File: src/rtl/lut3_cell.sv
// lut3_cell: configurable 3-input look-up table.
// The 8-bit truth table powers up to INIT, can be rewritten bit-wise through
// a masked synchronous config port, and drives a combinational output plus
// an optional registered copy of that output.
module lut3_cell #(
    parameter logic [7:0] INIT        = 8'h83,
    parameter logic       REG_OUT_RST = 1'b1
) (
    input  logic       clk,
    input  logic       rst,
    input  logic [2:0] I,
    output logic       O,
    input  logic       cfg_we,
    input  logic [7:0] cfg_wdata,
    input  logic [7:0] cfg_wmask,
    output logic [7:0] cfg_rdata,
    input  logic       oe_q,
    output logic       O_q
);

    // Merge new bits into the table only where the mask is set.
    function automatic logic [7:0] masked_merge(
        input logic [7:0] cur,
        input logic [7:0] wdata,
        input logic [7:0] wmask
    );
        masked_merge = (cur & ~wmask) | (wdata & wmask);
    endfunction

    // The declaration initialisers give the power-up state, so O is valid
    // from time 0 even if clk never toggles and rst is never asserted.
    logic [7:0] tt_q    = INIT;
    logic [7:0] tt_d;
    logic       o_reg_q = REG_OUT_RST;
    logic       o_reg_d;
    logic       lut_s;

    // Table lookup; an X/Z select propagates X to O only.
    always_comb begin
        lut_s = tt_q[I];
    end

    // Next-state for the truth table and output register; reset wins over
    // both the config write and the capture. Capture uses the pre-edge table.
    always_comb begin
        tt_d    = tt_q;
        o_reg_d = o_reg_q;
        if (rst) begin
            tt_d    = INIT;
            o_reg_d = REG_OUT_RST;
        end else begin
            if (cfg_we) begin
                tt_d = masked_merge(tt_q, cfg_wdata, cfg_wmask);
            end else begin
                tt_d = tt_q;
            end
            if (oe_q) begin
                o_reg_d = lut_s;
            end else begin
                o_reg_d = o_reg_q;
            end
        end
    end

    // State registers.
    always_ff @(posedge clk) begin
        tt_q    <= tt_d;
        o_reg_q <= o_reg_d;
    end

    // Output drive: combinational lookup, readback and registered copy.
    always_comb begin
        O         = lut_s;
        cfg_rdata = tt_q;
        O_q       = o_reg_q;
    end

endmodule

File: config.mk
export PLATFORM = sky130hd
export DESIGN_NAME = lut3_cell
export DESIGN_NICKNAME = d
export VERILOG_FILES = /design/src/rtl/lut3_cell.sv
export SDC_FILE = /design/constraint.sdc
export NUM_CORES = 1
export LEC_CHECK = 0
export BUFFER_PORTS_ARGS = -buffer_cell sky130_fd_sc_hd__buf_2
export CORE_AREA = 2 2 39 41
export DETAILED_ROUTE_END_ITERATION = 16
export DIE_AREA = 0 0 41 43
export GPL_ROUTABILITY_DRIVEN = 0
export PLACE_DENSITY_LB_ADDON = 0.3
export SETUP_SLACK_MARGIN = 0.05
export SLEW_MARGIN = 20
export SYNTH_ARGS = -nofsm -noshare
export SYNTH_HDL_FRONTEND = slang
export SYNTH_SLANG_ARGS = --single-unit
File: constraint.sdc
create_clock -name clk -period 4.35 [get_ports clk]
set_clock_uncertainty 0.15 [all_clocks]
set_input_delay 0.87 -clock clk [delete_from_list [all_inputs] [get_ports clk]]
set_output_delay 0.87 -clock clk [all_outputs]
set_load 0.03 [all_outputs]
==> key figures, run 1 <==
Worst setup path
  • Worst R2R Path Depth: 3
  • WP depth: 5
  • Largest delay contributor family on the critical path: multiplexers
  • Critical path cell sequence: buf_2 > mux2i_1 > mux4_2 > inv_1 > buf_2
  • Critical path buffers and inverters: 3
  • CP endpoint kind: primary output
  • Max stage delay on crit path: approximately 0.49 ns
  • Crit path launch type: input port
  • Slowest CP cell: mux4_2
  • Crit path required time: between 3 and 4 ns
  • CP Max Fanout: 4
  • Arr. time, crit path: 1.86 ns
  • Crit. Startpoint: I[0]
  • CP dominant cell by count: buf_2
  • Critical path class: input port to primary output

STA
  • Period minus WS final: just under 3 ns
  • Final worst slack: about 1.5 ns
  • RSZ-0062 raised after global routing: no
  • Final setup violation count: 0
  • Fin Setup TNS: 0 ns
  • Final worst path period share: between 60% and 70%
  • Final Hold Viols: 0
  • Slew of the pin with the lowest slew margin: roughly 0.26 ns
  • Final count of pins violating max slew: 0
  • Max Fclk: roughly 350 MHz
  • Slew HR: 82.41%

Routing
  • DRT iter0 DRCs: 2
  • Routed WL: 1053 µm
  • Post-DR vias/cell: roughly 4.7
  • Post-route DRC: 0
  • Avg WL per Cell: 10.97 µm
  • Initial DRT Pass Iterations: 4
  • Via count: 451
  • Remaining antenna violation count: 0

Run
  • # Max-Cap Violations: 0

Logic synthesis
  • Syn_nets: 70
  • Share of the synthesized area in the top cell type: a little over two fifths
  • Syn Inst Count: between 40 and 50
  • Sequential share of the synthesized area: between 40% and 50%
  • #FFs+latches synth: 9
  • Post-Syn Area: ~420 µm²
  • Most instantiated library cell after synthesis: nand2_1
  • Commonest cells in the netlist: nand2_1 (10), dfxtp_1 (9), a21oi_1 (6), nand3_1 (5), mux2i_1 (4)
  • Number of synthesized flops with an enable pin: 0
  • Yosys top cell by area: dfxtp_1
  • Top cells by area, synth: dfxtp_1 (43%), mux2i_1 (9.6%), nand2_1 (9.0%)
  • Yosys Warn Count: 0
  • Ys async rst share: 0%
  • Mean Syn Cell Area: about 8.9 µm²
  • Predominant post-synthesis flop cell: dfxtp_1
  • Netlist cell types: 12

Clock network
  • Post-cts resize count: 0
  • CTS tree: yes
  • Cts hold-fix bufs: 0
  • Clock Tree Buf Depth: 2
  • CTS H-Tree Depth: 1
  • CTS Sinks: 9
  • Clock root buffer master: clkbuf_4
  • Skew-Pair Late Insertion Delay: between 0.2 and 0.3 ns
  • Post-CTS Setup Bufs: 0
  • Clk pin slew, worst setup/hold paths: 0.06 ns
  • Num CTS Buffers: 3

Placed design
  • HPWL after detailed placement: roughly 800 µm
  • Setup WS pre-CTS: 1.464 ns
  • Buffers on Ports: 32

Global route
  • Largest net degree at the start of global routing: 17
  • GR Overflow Total: 0
  • Number of global-route vias before repair: approximately 430
  • First-pass GRT wire length: 1725 µm
  • Initial antenna violation count: 0
  • Gr usage total: between 10 and 15%

Run status
  • Result of the run: complete, no violations

Floorplan
  • DIE HEIGHT: between 40 and 50 µm
  • Boundary Pins: 33
  • Chip width: 41 µm
  • Core Region: around 1400 µm²
  • Die ar.: ~1800 µm²
  • Starting density of the core: a little under a third
  • FP Rows: 14

Power
  • VDD IR max: 0.0001436 V
  • Lkg Pwr: 0.3067 nW
  • Power per standard cell area: approximately 330 nW/µm²

Final layout
  • Area Overhead vs Synth: 45.97%
  • Share of layout cells above drive strength 1: a little under half
  • Diode count: 0
  • NumNets Final: 104

Worst hold path
  • Hold Crit Class: flop to flop
  • Hold wc startpoint: O_q$_SDFFE_PP1P_
  • Min-Delay Path Depth: 2
## cell type report
cell class                 count  area, µm²
clock inverter                 1      5.005
tap                           16      20.02
clock buffer                   3      22.52
fill                         150      772.0
inverter                       2      7.507
multi-input combinational     33      216.5
timing repair buffer          32      160.2
sequential                     9      180.2
## tightest hold or removal path, stage by stage (launching register included)
cell     delay (ns)
dfxtp_1        0.32
a21oi_1        0.07
o21ai_2        0.05
## worst paths after layout
path	endpoint	slack (ns)
setup reg to reg	O_q$_SDFFE_PP1P_	3.09
setup / recovery	O	1.47
hold / removal	O_q$_SDFFE_PP1P_	0.32
hold reg to reg	O_q$_SDFFE_PP1P_	0.32
## where the power goes
part	total, mW	internal, mW	switching [mW]	leakage (nW)
clock network	0.0644	0.0339	0.0305	0.0177
logic	0.0464	0.0196	0.0269	0.215
registers	0.0904	0.0873	0.00315	0.0741
## logic make-up (layout without fill, tap and decap cells)
family | after synthesis | after routing | synth area share, %
flops | 9 | 9 | 42.98
buf+inv | 5 | 38 | 5.375
compound gates | 13 | 13 | 21.79
mux | 5 | 5 | 14.93
simple gates | 15 | 15 | 14.93
## layer usage
metal  routed length [µm]  global-route usage (%)
met2                  547                   25.31
met1                  428                   14.61
met3                   57                   3.141
met4                   19                   10.00
met5                    0                       0
## stage by stage
step	hold slack, ns	power [mW]	instances	util (%)	cell area, µm²
CTS	0.3221	0.2037	96	44.21	611.8
finish	0.3188	0.2013	96	44.21	611.8
global route	0.3411	0.2111	96	44.21	611.8
global placement	0.2957	0.1380	92	42.22	584.3
floorplan	0.4396	0.1204	47	-	419.2
detailed placement	0.3073	0.1389	92	42.22	584.3
## placed cells by master (no fill, tap or decap), drive strengths merged
cell type,instances
mux4,1
mux2i,4
dfxtp,9
a311o,3
buf,32
nand3,5
clkbuf,3
a21oi,6
nand2,10
o21ai,1
a21boi,3
clkinv,1
inv,2
Power figures use the tool's default switching activity.
==> run 2, diff against run 1 <==
--- a/config.mk
+++ b/config.mk
@@ -6,9 +6,8 @@
 export NUM_CORES = 1
 export LEC_CHECK = 0
 export BUFFER_PORTS_ARGS = -buffer_cell sky130_fd_sc_hd__buf_2
-export CORE_AREA = 2 2 39 41
+export CORE_UTILIZATION = 32
 export DETAILED_ROUTE_END_ITERATION = 16
-export DIE_AREA = 0 0 41 43
 export GPL_ROUTABILITY_DRIVEN = 0
 export PLACE_DENSITY_LB_ADDON = 0.3
 export SETUP_SLACK_MARGIN = 0.05
==> constraint.sdc (replaced) <==
create_clock -name clk -period 2.63 [get_ports clk]
set_clock_uncertainty 0.15 [all_clocks]
set_input_delay 0.526 -clock clk [delete_from_list [all_inputs] [get_ports clk]]
set_output_delay 0.526 -clock clk [all_outputs]
set_load 0.03 [all_outputs]
==> run 2 against run 1 <==
Global-route usage is 1.5 points higher. Core utilization is 8.4 points higher. Critical path type unchanged. Cell area decreased by 0.61%. Critical path depth stayed put. Non-clock buffer count stayed put. Total power grew 66%. Highest routed layer unchanged. Routed wire length down 11%. Register-to-register slack got worse by 1.7 ns.
==> key figures, run 2 (synthesis results as in run 1) <==
Worst setup path
  • Slowest CP cell: mux4_2
  • CP Max Fanout: 4 (unchanged)
  • R2r endpoint: O_q$_SDFFE_PP1P_
  • Max stage delay on crit path: 0.49 ns (about the same)
  • Crit path required time: 1.95 ns (-1.38 ns)
  • CP endpoint kind: primary output
  • Critical path cell sequence: buf_2 > mux2i_1 > mux4_2 > inv_1 > buf_2
  • CP dominant cell by count: buf_2
  • Worst R2R Path Depth: 3 (unchanged)
  • Crit. Startpoint: I[0]
  • Reg-to-reg slack, setup: 1.39 ns (-1.70 ns)
  • Crit path launch type: input port
  • Critical path class: input port to primary output
  • CP endpoint: O
  • Arr. time, crit path: 1.52 ns (-0.34 ns)

Global route
  • Gr usage total: 16.30% (+1.5 points)
  • Number of global-route vias before repair: 352 (-17%)
  • First-pass GRT wire length: 1476 µm (-14%)
  • Initial antenna violation count: 0 (unchanged)
  • GR Overflow Total: 0 (unchanged)
  • Largest net degree at the start of global routing: 17 (unchanged)

Floorplan
  • Chip width: 38.19 µm (-6.9%)
  • Starting density of the core: 36.26% (+6.0 points)
  • FP Rows: 12 (-2)
  • Boundary Pins: 33 (unchanged)
  • DIE HEIGHT: 38.19 µm (-11%)
  • Core Region: 1156 µm² (-16%)
  • Die ar.: 1458 µm² (-17%)

Final layout
  • Most frequent cells in the layout: buf_2 (32), nand2_1 (10), dfxtp_1 (9)
  • Fin cells: 94 (-2.1%)
  • Most common cell after layout, fill and taps aside: buf_2
  • Area Overhead vs Synth: 45.07%
  • Fill cell count: 123 (-18%)
  • NumNets Final: 104 (unchanged)
  • Diode count: 0 (unchanged)
  • Share of layout cells above drive strength 1: 46.25% (-1.2 points)

Clock network
  • CTS H-Tree Depth: 1 (unchanged)
  • Clock Tree Buf Depth: 2 (unchanged)
  • Post-CTS Setup Bufs: 0 (unchanged)
  • Skew-Pair Late Insertion Delay: 0.26 ns (about the same)
  • CTS tree: yes
  • CTS Sinks: 9 (unchanged)
  • Post-cts resize count: 0 (unchanged)
  • Cts hold-fix bufs: 0 (unchanged)
  • Clock root buffer master: clkbuf_4
  • Num CTS Buffers: 3 (unchanged)
  • Clk pin slew, worst setup/hold paths: 0.06 ns (about the same)

Routing
  • Post-DR vias/cell: 4.745 (+1.0%)
  • Post-route DRC: 0 (unchanged)
  • Remaining antenna violation count: 0 (unchanged)
  • Routed WL: 937 µm (-11%)
  • Via count: 446 (-1.1%)
  • Avg WL per Cell: 9.968 µm (-9.1%)
  • DRT iter0 DRCs: 6 (+4)
  • Initial DRT Pass Iterations: 4 (unchanged)

Placed design
  • Buffers on Ports: 32 (unchanged)
  • Placed Cells: 90 (-2.2%)

Run status
  • Result of the run: complete, no violations

Run
  • # Max-Cap Violations: 0 (unchanged)

Worst hold path
  • Hold Crit Class: flop to flop

STA
  • Max Fclk: 454.9 MHz
  • Period minus WS final: between 2 and 2.5 ns
  • Fin Setup TNS: 0 ns (unchanged)
  • Slew of the pin with the lowest slew margin: 0.2533 ns (-0.01061 ns)
  • Slew HR: 83.11% (+0.71 points)
  • Final count of pins violating max slew: 0 (unchanged)
  • Final worst path period share: a little over four fifths
  • Final Hold Viols: 0 (unchanged)
  • RSZ-0062 raised after global routing: no
  • Final setup violation count: 0 (unchanged)

Power
  • Lkg Pwr: 0.3040 nW (-0.89%)
  • VDD IR max: 0.0002706 V (+88%)
  • Power per standard cell area: 548.3 nW/µm² (+67%)
## run 2: cell type report
class | instances | area (µm²) | share of cell area (%)
well taps | 14 | 17.52 | 2.881
inverters | 2 | 7.507 | 1.235
clock buffers | 4 | 26.28 | 4.321
multi-input cells | 33 | 216.5 | 35.60
repair buffers | 32 | 160.2 | 26.34
flip-flops and latches | 9 | 180.2 | 29.63
## run 2: worst min path at each step
stage	startpoint	end	slack [ns]	cells after the start
after floorplan	flop	flop	0.44	2
after global placement	O_q$_SDFFE_PP1P_	O_q$_SDFFE_PP1P_	0.30	2
after detailed placement	flop	flop	0.31	2
after CTS	flop	flop	0.32	2
after global routing	cfg_wdata[1]	flop	0.34	2
final	flop	flop	0.32	2
## run 2: worst max-delay path: cells and delay by family
family | cells | cell delay (ns)
muxes | 2 | 0.61
buffers and inverters | 3 | 0.38
## run 2: power by group
group | switching (mW) | internal [mW] | leakage [nW]
sequential | 0.00502 | 0.144 | 0.0741
combinational | 0.0436 | 0.0324 | 0.215
clock | 0.0495 | 0.0585 | 0.0150
total | 0.0981 | 0.235 | 0.304
## run 2: per-stage QoR
stage | utilization [%] | hold slack, ns | worst slack (ns) | power, mW | cell area (µm²)
finish | 52.60 | 0.3187 | 0.4316 | 0.3334 | 608.1
detailed placement | 50.32 | 0.3122 | 0.4273 | 0.2294 | 581.8
floorplan | - | 0.4396 | 0.4750 | 0.1991 | 419.2
CTS | 52.60 | 0.3225 | 0.4245 | 0.3396 | 608.1
global placement | 50.32 | 0.3033 | 0.4468 | 0.2279 | 581.8
global route | 52.60 | 0.3408 | 0.3608 | 0.3553 | 608.1
## run 2: routing by layer
metal | vias to the layer above | share of wire, % | wire length, µm | global-route usage (%)
li1 | 234 | - | - | -
met3 | 5 | 11 | 99 | 10.47
met5 | - | 0 | 0 | 0
met2 | 22 | 42 | 394 | 21.61
met4 | 0 | 2.9 | 27 | 10.71
met1 | 185 | 44 | 415 | 18.84
==> run 3, diff against run 2 <==
==> constraint.sdc (replaced) <==
create_clock -name clk -period 1.82 [get_ports clk]
set_clock_uncertainty 0.15 [all_clocks]
set_input_delay 0.364 -clock clk [delete_from_list [all_inputs] [get_ports clk]]
set_output_delay 0.364 -clock clk [all_outputs]
set_load 0.03 [all_outputs]
==> run 3 against run 2 <==
The flow now finishes with violations (negative setup slack). Routed wire length is 4.3% higher. Hold slack worse by 0.14 ns. Via count is 9.2% higher. Clock power is 44% higher. Sequential power is 46% higher. Critical path type is now flop to primary output. Largest cell class unchanged. Critical endpoint unchanged. Total power is 51% higher. Register-to-register slack worse by 1.0 ns. Sequential share of layout area is 1.2 points lower. First-iteration DRC count is 17% lower. Cell area is 10% higher.
==> key figures, run 3 (synthesis results as in run 1) <==
Run status
  • Result of the run: complete, but fails checks
  • Violated checks: negative setup slack

Final layout
  • Most common cell after layout, fill and taps aside: buf_2
  • Multi-input gate area: 216.5 µm² (unchanged)
  • Diode count: 0 (unchanged)
  • Fill cell count: 122 (-0.81%)
  • Area Overhead vs Synth: 59.70%
  • Most frequent cells in the layout: buf_2 (31), nand2_1 (10), dfxtp_2 (8)
  • Share of layout cells above drive strength 1: 60.47% (+14 points)
  • Sequential cell area: 190.2 µm² (+5.6%)
  • NumNets Final: 110 (+5.8%)
  • Final Instance Area: 669.4 µm² (+10%)

Placed design
  • Cell area after placement: 589.3 µm² (+1.3%)
  • Setup WS pre-CTS: -0.04606 ns (-0.4734 ns)
  • Buffers on Ports: 32 (unchanged)

Worst setup path
  • CP endpoint kind: primary output
  • CP Max Fanout: 2 (-2)
  • Largest delay contributor family on the critical path: multiplexers
  • Critical path buffers and inverters: 2 (-1)
  • Crit path required time: 1.31 ns (-0.64 ns)
  • Max stage delay on crit path: 0.49 ns (about the same)
  • Reg-to-reg slack, setup: 0.38 ns (-1.01 ns)
  • Critical path class: flop to primary output
  • Crit path launch type: flop
  • Slowest CP cell: mux4_2
  • Critical path cell sequence: mux2i_1 > mux4_2 > inv_2 > buf_6
  • Arr. time, crit path: 1.32 ns (-0.20 ns)

STA
  • Final count of pins violating max slew: 0 (unchanged)
  • Slew of the pin with the lowest slew margin: 0.2573 ns (+0.003977 ns)
  • Slew HR: 82.85% (-0.27 points)
  • Final worst slack: -0.01740 ns (-0.4490 ns)
  • Final worst path period share: 101.0%
  • Max Fclk: approximately 540 MHz
  • Period minus WS final: approximately 1.8 ns
  • RSZ-0062 raised after global routing: yes
  • Hold WS: 0.1834 ns (-0.1354 ns)
  • Final setup violation count: 1 (+1)
  • Final Hold Viols: 0 (unchanged)

Power
  • VDD IR max: 0.0004579 V (+69%)
  • Power per standard cell area: 751.8 nW/µm² (+37%)
  • Lkg Pwr: 0.3350 nW (+10%)

Routing
  • DRT iter0 DRCs: 5 (-1)
  • Routed WL: 977 µm (+4.3%)
  • Via count: 487 (+9.2%)
  • Remaining antenna violation count: 0 (unchanged)
  • Avg WL per Cell: 9.770 µm (-2.0%)
  • Post-route DRC: 0 (unchanged)
  • Initial DRT Pass Iterations: 3 (-1)
  • Post-DR vias/cell: 4.870 (+2.6%)

Floorplan
  • Die ar.: 1458 µm² (unchanged)
  • DIE HEIGHT: 38.19 µm (unchanged)
  • Chip width: 38.19 µm (unchanged)
  • Boundary Pins: 33 (unchanged)
  • Core Region: 1156 µm² (unchanged)
  • Starting density of the core: 36.26% (unchanged)
  • FP Rows: 12 (unchanged)

Clock network
  • CTS H-Tree Depth: 1 (unchanged)
  • Clock Tree Buf Depth: 2 (unchanged)
  • Num CTS Buffers: 3 (unchanged)
  • Skew-Pair Late Insertion Delay: 0.26 ns (about the same)
  • CTS tree: yes
  • CTS Sinks: 9 (unchanged)
  • Clk pin slew, worst setup/hold paths: 0.06 ns (about the same)
  • Clock root buffer master: clkbuf_4
  • Cts hold-fix bufs: 0 (unchanged)

Worst hold path
  • Hold Crit Class: input port to flop

Global route
  • Number of global-route vias before repair: 442 (+26%)
  • Initial antenna violation count: 0 (unchanged)
  • First-pass GRT wire length: 1676 µm (+14%)
  • Gr usage total: 17.50% (+1.2 points)
  • Largest net degree at the start of global routing: 17 (unchanged)
  • GR Overflow Total: 0 (unchanged)

Run
  • # Max-Cap Violations: 0 (unchanged)
## run 3: cell types whose count changed in the layout (fill, tap and decap cells not counted), sizes merged
cell | before | now
buf | 32 | 38
## run 3: layer usage
| layer | vias up | GRT usage (%) | share of wire, % |
|---|---|---|---|
| li1 | 247 | - | - |
| met1 | 217 | 19.13 | 43 |
| met2 | 23 | 27.97 | 47 |
| met3 | 0 | 10.47 | 10 |
| met4 | 0 | 5.357 | 0 |
| met5 | - | 0 | 0 |
## run 3: repair_timing
action / CTS / global route
resized for setup: 10 / 0
setup endpoints to repair: 1 / 1
buffers inserted: 3 / 2
## run 3: worst paths after layout
check,end,startpoint,cells after the start
min,flop,cfg_wdata[0],2
max,O,flop,4
max reg2reg,O_q$_SDFFE_PP1P_,flop,5
min reg2reg,flop,flop,2
## run 3: worst register-to-register path: cells and delay by family (launching register included)
family,cells,cell delay (ns)
AO/OA/AOI/OAI,1,0.09
buffers and inverters,2,0.27
flip-flops,1,0.32
multiplexers,2,0.55
## run 3: stage by stage
stage               total power [mW]  std cells  util (%)  setup TNS, ns
floorplan                     0.2884         47         -              0
global placement              0.3341         91     50.97       -0.02694
detailed placement            0.3359         91     50.97       -0.04606
CTS                           0.5064         98     56.60       -0.03024
global route                  0.5389        100     57.90       -0.09176
finish                        0.5032        100     57.90       -0.01740
## run 3: where the power goes
part | switching (mW) | internal (mW)
Clock | 0.0714 | 0.0845
Combinational | 0.0681 | 0.0625
Sequential | 0.00639 | 0.210
## run 3: cell type report
| type | instances | area share (%) |
|---|---|---|
| Clock buffer | 4 | 3.925 |
| Inverter | 2 | 1.121 |
| Multi-Input combinational cell | 33 | 32.34 |
| Sequential cell | 9 | 28.41 |
| Tap cell | 14 | 2.617 |
| Timing Repair Buffer | 38 | 31.59 |
